`src/rtl/task_3_out.sv`:
```
// Purpose : captures one NUM_WORDS frame from the upstream FIFO read port, then replays it as an AXI-Stream master.
// Latency : first beat valid 1 cycle after the last word is written; o_output_last 1 cycle after the final beat.
// Backpr. : i_tready stalls hold o_tdata/o_tlast/o_tvalid; words arriving outside IDLE/COLLECT are dropped (sticky overflow).
module task_3_out #(
  parameter int DATA_WIDTH = 8,
  parameter int NUM_WORDS  = 243,
  parameter int CNT_WIDTH  = $clog2(NUM_WORDS + 1)
) (
  input  logic                  i_clk,
  input  logic                  i_rst_n,
  input  logic [DATA_WIDTH-1:0] i_data,
  input  logic                  i_enb,
  input  logic                  i_tready,
  output logic [DATA_WIDTH-1:0] o_tdata,
  output logic                  o_tvalid,
  output logic                  o_tlast,
  output logic                  o_output_last,
  output logic                  o_busy,
  output logic                  o_overflow
);

  // Buffer address width; counters carry one extra value (NUM_WORDS) so they can saturate.
  localparam int ADDR_W = (NUM_WORDS > 1) ? $clog2(NUM_WORDS) : 1;
  localparam logic [CNT_WIDTH-1:0] LP_LAST = CNT_WIDTH'(NUM_WORDS - 1);
  localparam logic [CNT_WIDTH-1:0] LP_FULL = CNT_WIDTH'(NUM_WORDS);

  typedef enum logic [1:0] {
    S_IDLE    = 2'd0,
    S_COLLECT = 2'd1,
    S_SEND    = 2'd2,
    S_DONE    = 2'd3
  } state_t;

  state_t                r_state;
  state_t                w_state_nxt;
  logic [CNT_WIDTH-1:0]  r_wr_cnt;
  logic [CNT_WIDTH-1:0]  r_rd_cnt;
  logic [CNT_WIDTH-1:0]  w_rd_nxt;
  logic [ADDR_W-1:0]     w_wr_addr;
  logic [DATA_WIDTH-1:0] w_rd_data;
  logic                  w_wr_en;
  logic                  w_beat;
  logic                  w_ovf_hit;

  logic [DATA_WIDTH-1:0] r_tdata;
  logic                  r_tvalid;
  logic                  r_tlast;
  logic                  r_output_last;
  logic                  r_busy;
  logic                  r_overflow;

  // Frame storage; contents are don't-care after reset, so no reset branch.
  logic [DATA_WIDTH-1:0] r_buf [NUM_WORDS];

  // IDLE always writes slot 0 (first word of a new frame); COLLECT writes at the running count.
  assign w_wr_addr = (r_state == S_IDLE) ? '0 : r_wr_cnt[ADDR_W-1:0];
  assign w_rd_nxt  = r_rd_cnt + 1'b1;
  // Prefetch of the next beat's word; only consumed when the current beat is not the last.
  assign w_rd_data = r_buf[w_rd_nxt[ADDR_W-1:0]];

  // Buffer write port.
  always_ff @(posedge i_clk) begin
    if (w_wr_en) begin
      r_buf[w_wr_addr] <= i_data;
    end
  end

  // State register.
  always_ff @(posedge i_clk or negedge i_rst_n) begin
    if (!i_rst_n) begin
      r_state <= S_IDLE;
    end else begin
      r_state <= w_state_nxt;
    end
  end

  // Next-state decode, buffer write enable and overflow detection.
  always_comb begin
    w_state_nxt = r_state;
    w_wr_en     = 1'b0;
    w_beat      = r_tvalid & i_tready;
    w_ovf_hit   = 1'b0;
    case (r_state)
      S_IDLE: begin
        if (i_enb) begin
          w_wr_en     = 1'b1;
          w_state_nxt = S_COLLECT;
        end
      end
      S_COLLECT: begin
        if (i_enb) begin
          w_wr_en = (r_wr_cnt != LP_FULL);
          if (r_wr_cnt == LP_LAST) begin
            w_state_nxt = S_SEND;
          end
        end
      end
      S_SEND: begin
        w_ovf_hit = i_enb;
        if (w_beat && (r_rd_cnt == LP_LAST)) begin
          w_state_nxt = S_DONE;
        end
      end
      S_DONE: begin
        w_ovf_hit   = i_enb;
        w_state_nxt = S_IDLE;
      end
      default: begin
        w_state_nxt = S_IDLE;
      end
    endcase
  end

  // Counters and registered stream outputs; beat registers only move on a handshake.
  always_ff @(posedge i_clk or negedge i_rst_n) begin
    if (!i_rst_n) begin
      r_wr_cnt      <= '0;
      r_rd_cnt      <= '0;
      r_tdata       <= '0;
      r_tvalid      <= 1'b0;
      r_tlast       <= 1'b0;
      r_output_last <= 1'b0;
      r_busy        <= 1'b0;
      r_overflow    <= 1'b0;
    end else begin
      r_busy        <= (w_state_nxt != S_IDLE);
      r_output_last <= 1'b0;
      if (w_ovf_hit) begin
        r_overflow <= 1'b1;
      end
      case (r_state)
        S_IDLE: begin
          r_rd_cnt <= '0;
          if (i_enb) begin
            r_wr_cnt <= CNT_WIDTH'(1);
          end
        end
        S_COLLECT: begin
          if (i_enb) begin
            if (r_wr_cnt != LP_FULL) begin
              r_wr_cnt <= r_wr_cnt + 1'b1;
            end
            // Final word: present beat 0 on the very next cycle (slot 0 was written long ago).
            if (r_wr_cnt == LP_LAST) begin
              r_rd_cnt <= '0;
              r_tvalid <= 1'b1;
              r_tdata  <= r_buf[0];
              r_tlast  <= 1'b0;
            end
          end
        end
        S_SEND: begin
          if (w_beat) begin
            if (r_rd_cnt == LP_LAST) begin
              r_tvalid      <= 1'b0;
              r_tlast       <= 1'b0;
              r_output_last <= 1'b1;
            end else begin
              r_rd_cnt <= w_rd_nxt;
              r_tdata  <= w_rd_data;
              r_tlast  <= (w_rd_nxt == LP_LAST);
            end
          end
        end
        S_DONE: begin
          r_wr_cnt <= '0;
          r_rd_cnt <= '0;
        end
        default: begin
          r_wr_cnt <= '0;
        end
      endcase
    end
  end

  assign o_tdata       = r_tdata;
  assign o_tvalid      = r_tvalid;
  assign o_tlast       = r_tlast;
  assign o_output_last = r_output_last;
  assign o_busy        = r_busy;
  assign o_overflow    = r_overflow;

endmodule

```
`config.mk`:
```
export PLATFORM = sky130hd
export DESIGN_NAME = task_3_out
export DESIGN_NICKNAME = d
export VERILOG_FILES = /design/src/rtl/task_3_out.sv
export SDC_FILE = /design/constraint.sdc
export NUM_CORES = 2
export LEC_CHECK = 0
export CORE_MARGIN = 2
export CORE_UTILIZATION = 42
export CTS_CLUSTER_SIZE = 12
export DETAILED_ROUTE_END_ITERATION = 6
export PLACE_DENSITY_LB_ADDON = 0.2
export SYNTH_ARGS = -nofsm -noshare
export SYNTH_HDL_FRONTEND = slang
export SYNTH_SLANG_ARGS = --single-unit
export TNS_END_PERCENT = 50
```
`constraint.sdc`:
```
create_clock -name i_clk -period 9.6 [get_ports i_clk]
set_input_delay 1.92 -clock i_clk [delete_from_list [all_inputs] [get_ports i_clk]]
set_output_delay 1.92 -clock i_clk [all_outputs]
set_load 0.02 [all_outputs]
```
==> results.toml <==
[place]
gp_congestion = 0.841
io_buffers = 24
dp_cells = 6196
post_dp_cell_area_mm2 = 0.0805
place_ws_ns = 3.59
dpl.hpwl_mm = 122

[global_routing]
antenna_found_initial = 8
grt_start_max_net_pins = 153
grt_use_total = 0.220
grt_pass1_wl_mm = 294
overflow = 0
grt_pass1_vias = 38700

[yosys]
synth_nets = 3884
syn_inst = 3867
async_flop_share = 0.0157
synth-seq-cells = 1975
avgSynthCellArea_um2 = 20.0
synth_top_area_share = 0.753
yosys_warnings = 0
yosysMostFrequentCell = "edfxtp_1"
ys_seq_area_frac = 0.763
yosys_most_used_dff = "edfxtp_1"
synth.area.top_cells = "edfxtp_1 (75%), mux4_2 (14%), nand2_1 (1.5%)"
synth_area_mm2 = 0.0775
synth_edf_count = 1944
synthTopCellsByCount = "edfxtp_1 (1944), mux4_2 (472), nand2_1 (308)"
ys_types = 62
yosysTopAreaCell = "edfxtp_1"

[outcome]
outcome = "finished, final reports clean"

[worst_hold_path]
min_path_cells = 1
min_path_type = "reg -> reg"

[critical_path]
worstPathArrival_ns = 5.64
cp_max_fo = 17
r2r_slack_ns = 4.46
worst_setup_path_start_kind = "input port"
crit_required_ns = 10.06
worstSetupPathType = "in -> reg"
reg2reg_depth = 9
end_kind = "register"

[cts]
cts-buffers-inserted = 202
htree_levels = 4
tritoncts = "built"
cts_post_setup_buffers_inserted = 0
cts.sinks = 1975
cts-root-buf = "clkbuf_16"
cts_hold_buf = 0
clkTransAtPathRegs_ns = 0.06
clock_path_buffers = 3
cts_resized = 0
clkLatencyLatePin_ns = 0.84

[detailed_routing]
drc = 0
vias = 38800
drt-initial-drc-count = 5064
antenna_left = 0
drt_pass1_iterations = 6
wl_per_cell_um = 31.4
routed_wl_mm = 206
viasPerCell = 5.92

[timing]
setup_viol = 0
drv_slew = 0
finClkSkew_ns = 0.0370
hold_violations = 0
worst_pin_slew_ns = 1.15
rsz0062_at_grt = "false"
period_minus_slack_ns = 5.19
post-route-period-util = 0.541
fin_tns_setup_ns = 0
fin_ws_ns = 4.41
fmaxAchievable_ghz = 0.193
slew_headroom = 0.231

[run]
drv_cap = 0

[layout]
drive_above_1_share = 0.207
multiInputGateArea_mm2 = 0.0172
layout.cells.non_filler = 6551
design_area_mm2 = 0.0865
fill_cells = 15100
nNetsFinal = 3953
seq_area_mm2 = 0.0592
area_growth_pct = 11.7

[floorplanning]
die_y_um = 434
die_area_mm2 = 0.188
core_area_mm2 = 0.183
die_w_um = 434
pin_count = 25
initial_core_util = 0.423
rows = 157

[pwr]
power.density_mw_per_mm2 = 202
leakagePower_nw = 26.5
ir_worst_vdd_v = 0.000197
-- report_power, final --
group	leakage (nW)	internal, mW	switching, mW
sequential	17.9	9.55	0.0340
combinational	5.74	0.0887	0.524
clock	2.92	4.04	3.22
-- worst paths after layout --
path	startpoint	endpoint
max in group asynchronous	i_rst_n	r_rd_cnt[0]$_DFFE_PN0P_
max	i_enb	r_buf[228][6]$_DFFE_PP_
min reg2reg	o_overflow$_DFFE_PN0P_	o_overflow$_DFFE_PN0P_
min in group asynchronous	i_rst_n	o_tdata[6]$_DFFE_PN0P_
max reg2reg	r_rd_cnt[0]$_DFFE_PN0P_	o_tdata[5]$_DFFE_PN0P_
min	o_overflow$_DFFE_PN0P_	o_overflow$_DFFE_PN0P_
-- logic make-up (layout without fill, tap and decap cells) --
| kind of cell | after synthesis | after routing | synth area share |
|---|---|---|---|
| adders and majority gates | 5 | 5 | 0.000807 |
| xor gates and xnor gates | 12 | 12 | 0.00155 |
| AOI/OAI and AO/OA | 245 | 245 | 0.0229 |
| other | 0 | 4 | 0 |
| and+or+nand+nor | 802 | 802 | 0.0435 |
| muxes | 582 | 582 | 0.151 |
| buffers and inverters | 246 | 462 | 0.0164 |
| DFF | 1975 | 1975 | 0.763 |
-- final cells by class --
type,instances,share of cell area
diodes,4,0.000116
clock buffers,278,0.0632
clock inverters,73,0.00649
inverters,8,0.000347
multi-input cells,1646,0.199
flip-flops and latches,1975,0.684
well taps,2464,0.0356
repair buffers,103,0.0114
-- through the flow --
stage	hold WS (ns)	power, mW	utilization
2_1_floorplan	0.514	9.94	-
3_3_place_gp	0.543	10.4	0.439
3_5_place_dp	0.557	10.4	0.439
4_1_cts	0.567	17.6	0.472
5_1_grt	0.578	17.9	0.472
6_report	0.560	17.5	0.472
-- registers in the layout, summed over array words and instances (netlist names) --
name,flops
r_state,2
r_wr_cnt,8
o_busy,1
o_tdata,8
o_output_last,1
o_tvalid,1
o_overflow,1
o_tlast,1
r_rd_cnt,8
r_buf,1944
-- per-layer routing --
metal / track usage / up-vias / part of all wire
met5: 0 / - / 0
met4: 0.0659 / 0 / 0.028
met3: 0.0373 / 272 / 0.074
met2: 0.343 / 1784 / 0.47
met1: 0.319 / 20700 / 0.43
li1: - / 16000 / -
-- cells in the final DEF, fill, tap and decap left out, types with 5 or more instances in the layout --
| cell type | count |
|---|---|
| a32oi_1 | 27 |
| clkinv_2 | 23 |
| o21ai_0 | 50 |
| nand3_2 | 13 |
| inv_1 | 7 |
| a2111oi_0 | 5 |
| buf_8 | 5 |
| clkbuf_8 | 7 |
| nor3_1 | 13 |
| a31oi_1 | 40 |
| buf_4 | 69 |
| nand3_1 | 112 |
| clkdlybuf4s50_1 | 15 |
| dfrtp_1 | 30 |
| clkbuf_16 | 206 |
| a32o_1 | 15 |
| a221oi_1 | 12 |
| nand2_1 | 308 |
| mux2i_1 | 110 |
| a22o_1 | 7 |
| and3_1 | 18 |
| and2_1 | 6 |
| a22oi_1 | 8 |
| nor2b_1 | 8 |
| a221o_1 | 5 |
| clkinv_1 | 31 |
| nand4_1 | 22 |
| mux4_2 | 472 |
| nor2_1 | 283 |
| clkbuf_1 | 68 |
| buf_12 | 10 |
| o21ai_1 | 5 |
| o211ai_1 | 13 |
| edfxtp_1 | 1944 |
| a21oi_1 | 22 |
-- worst max-delay path: stages --
cell and delay [ns]:
clkdlybuf4s50_1 0.61, o21ai_1 0.19, nor2_2 0.82, nand3_2 1.12, nor2_1 0.94
(Power assumes the default switching activity.)
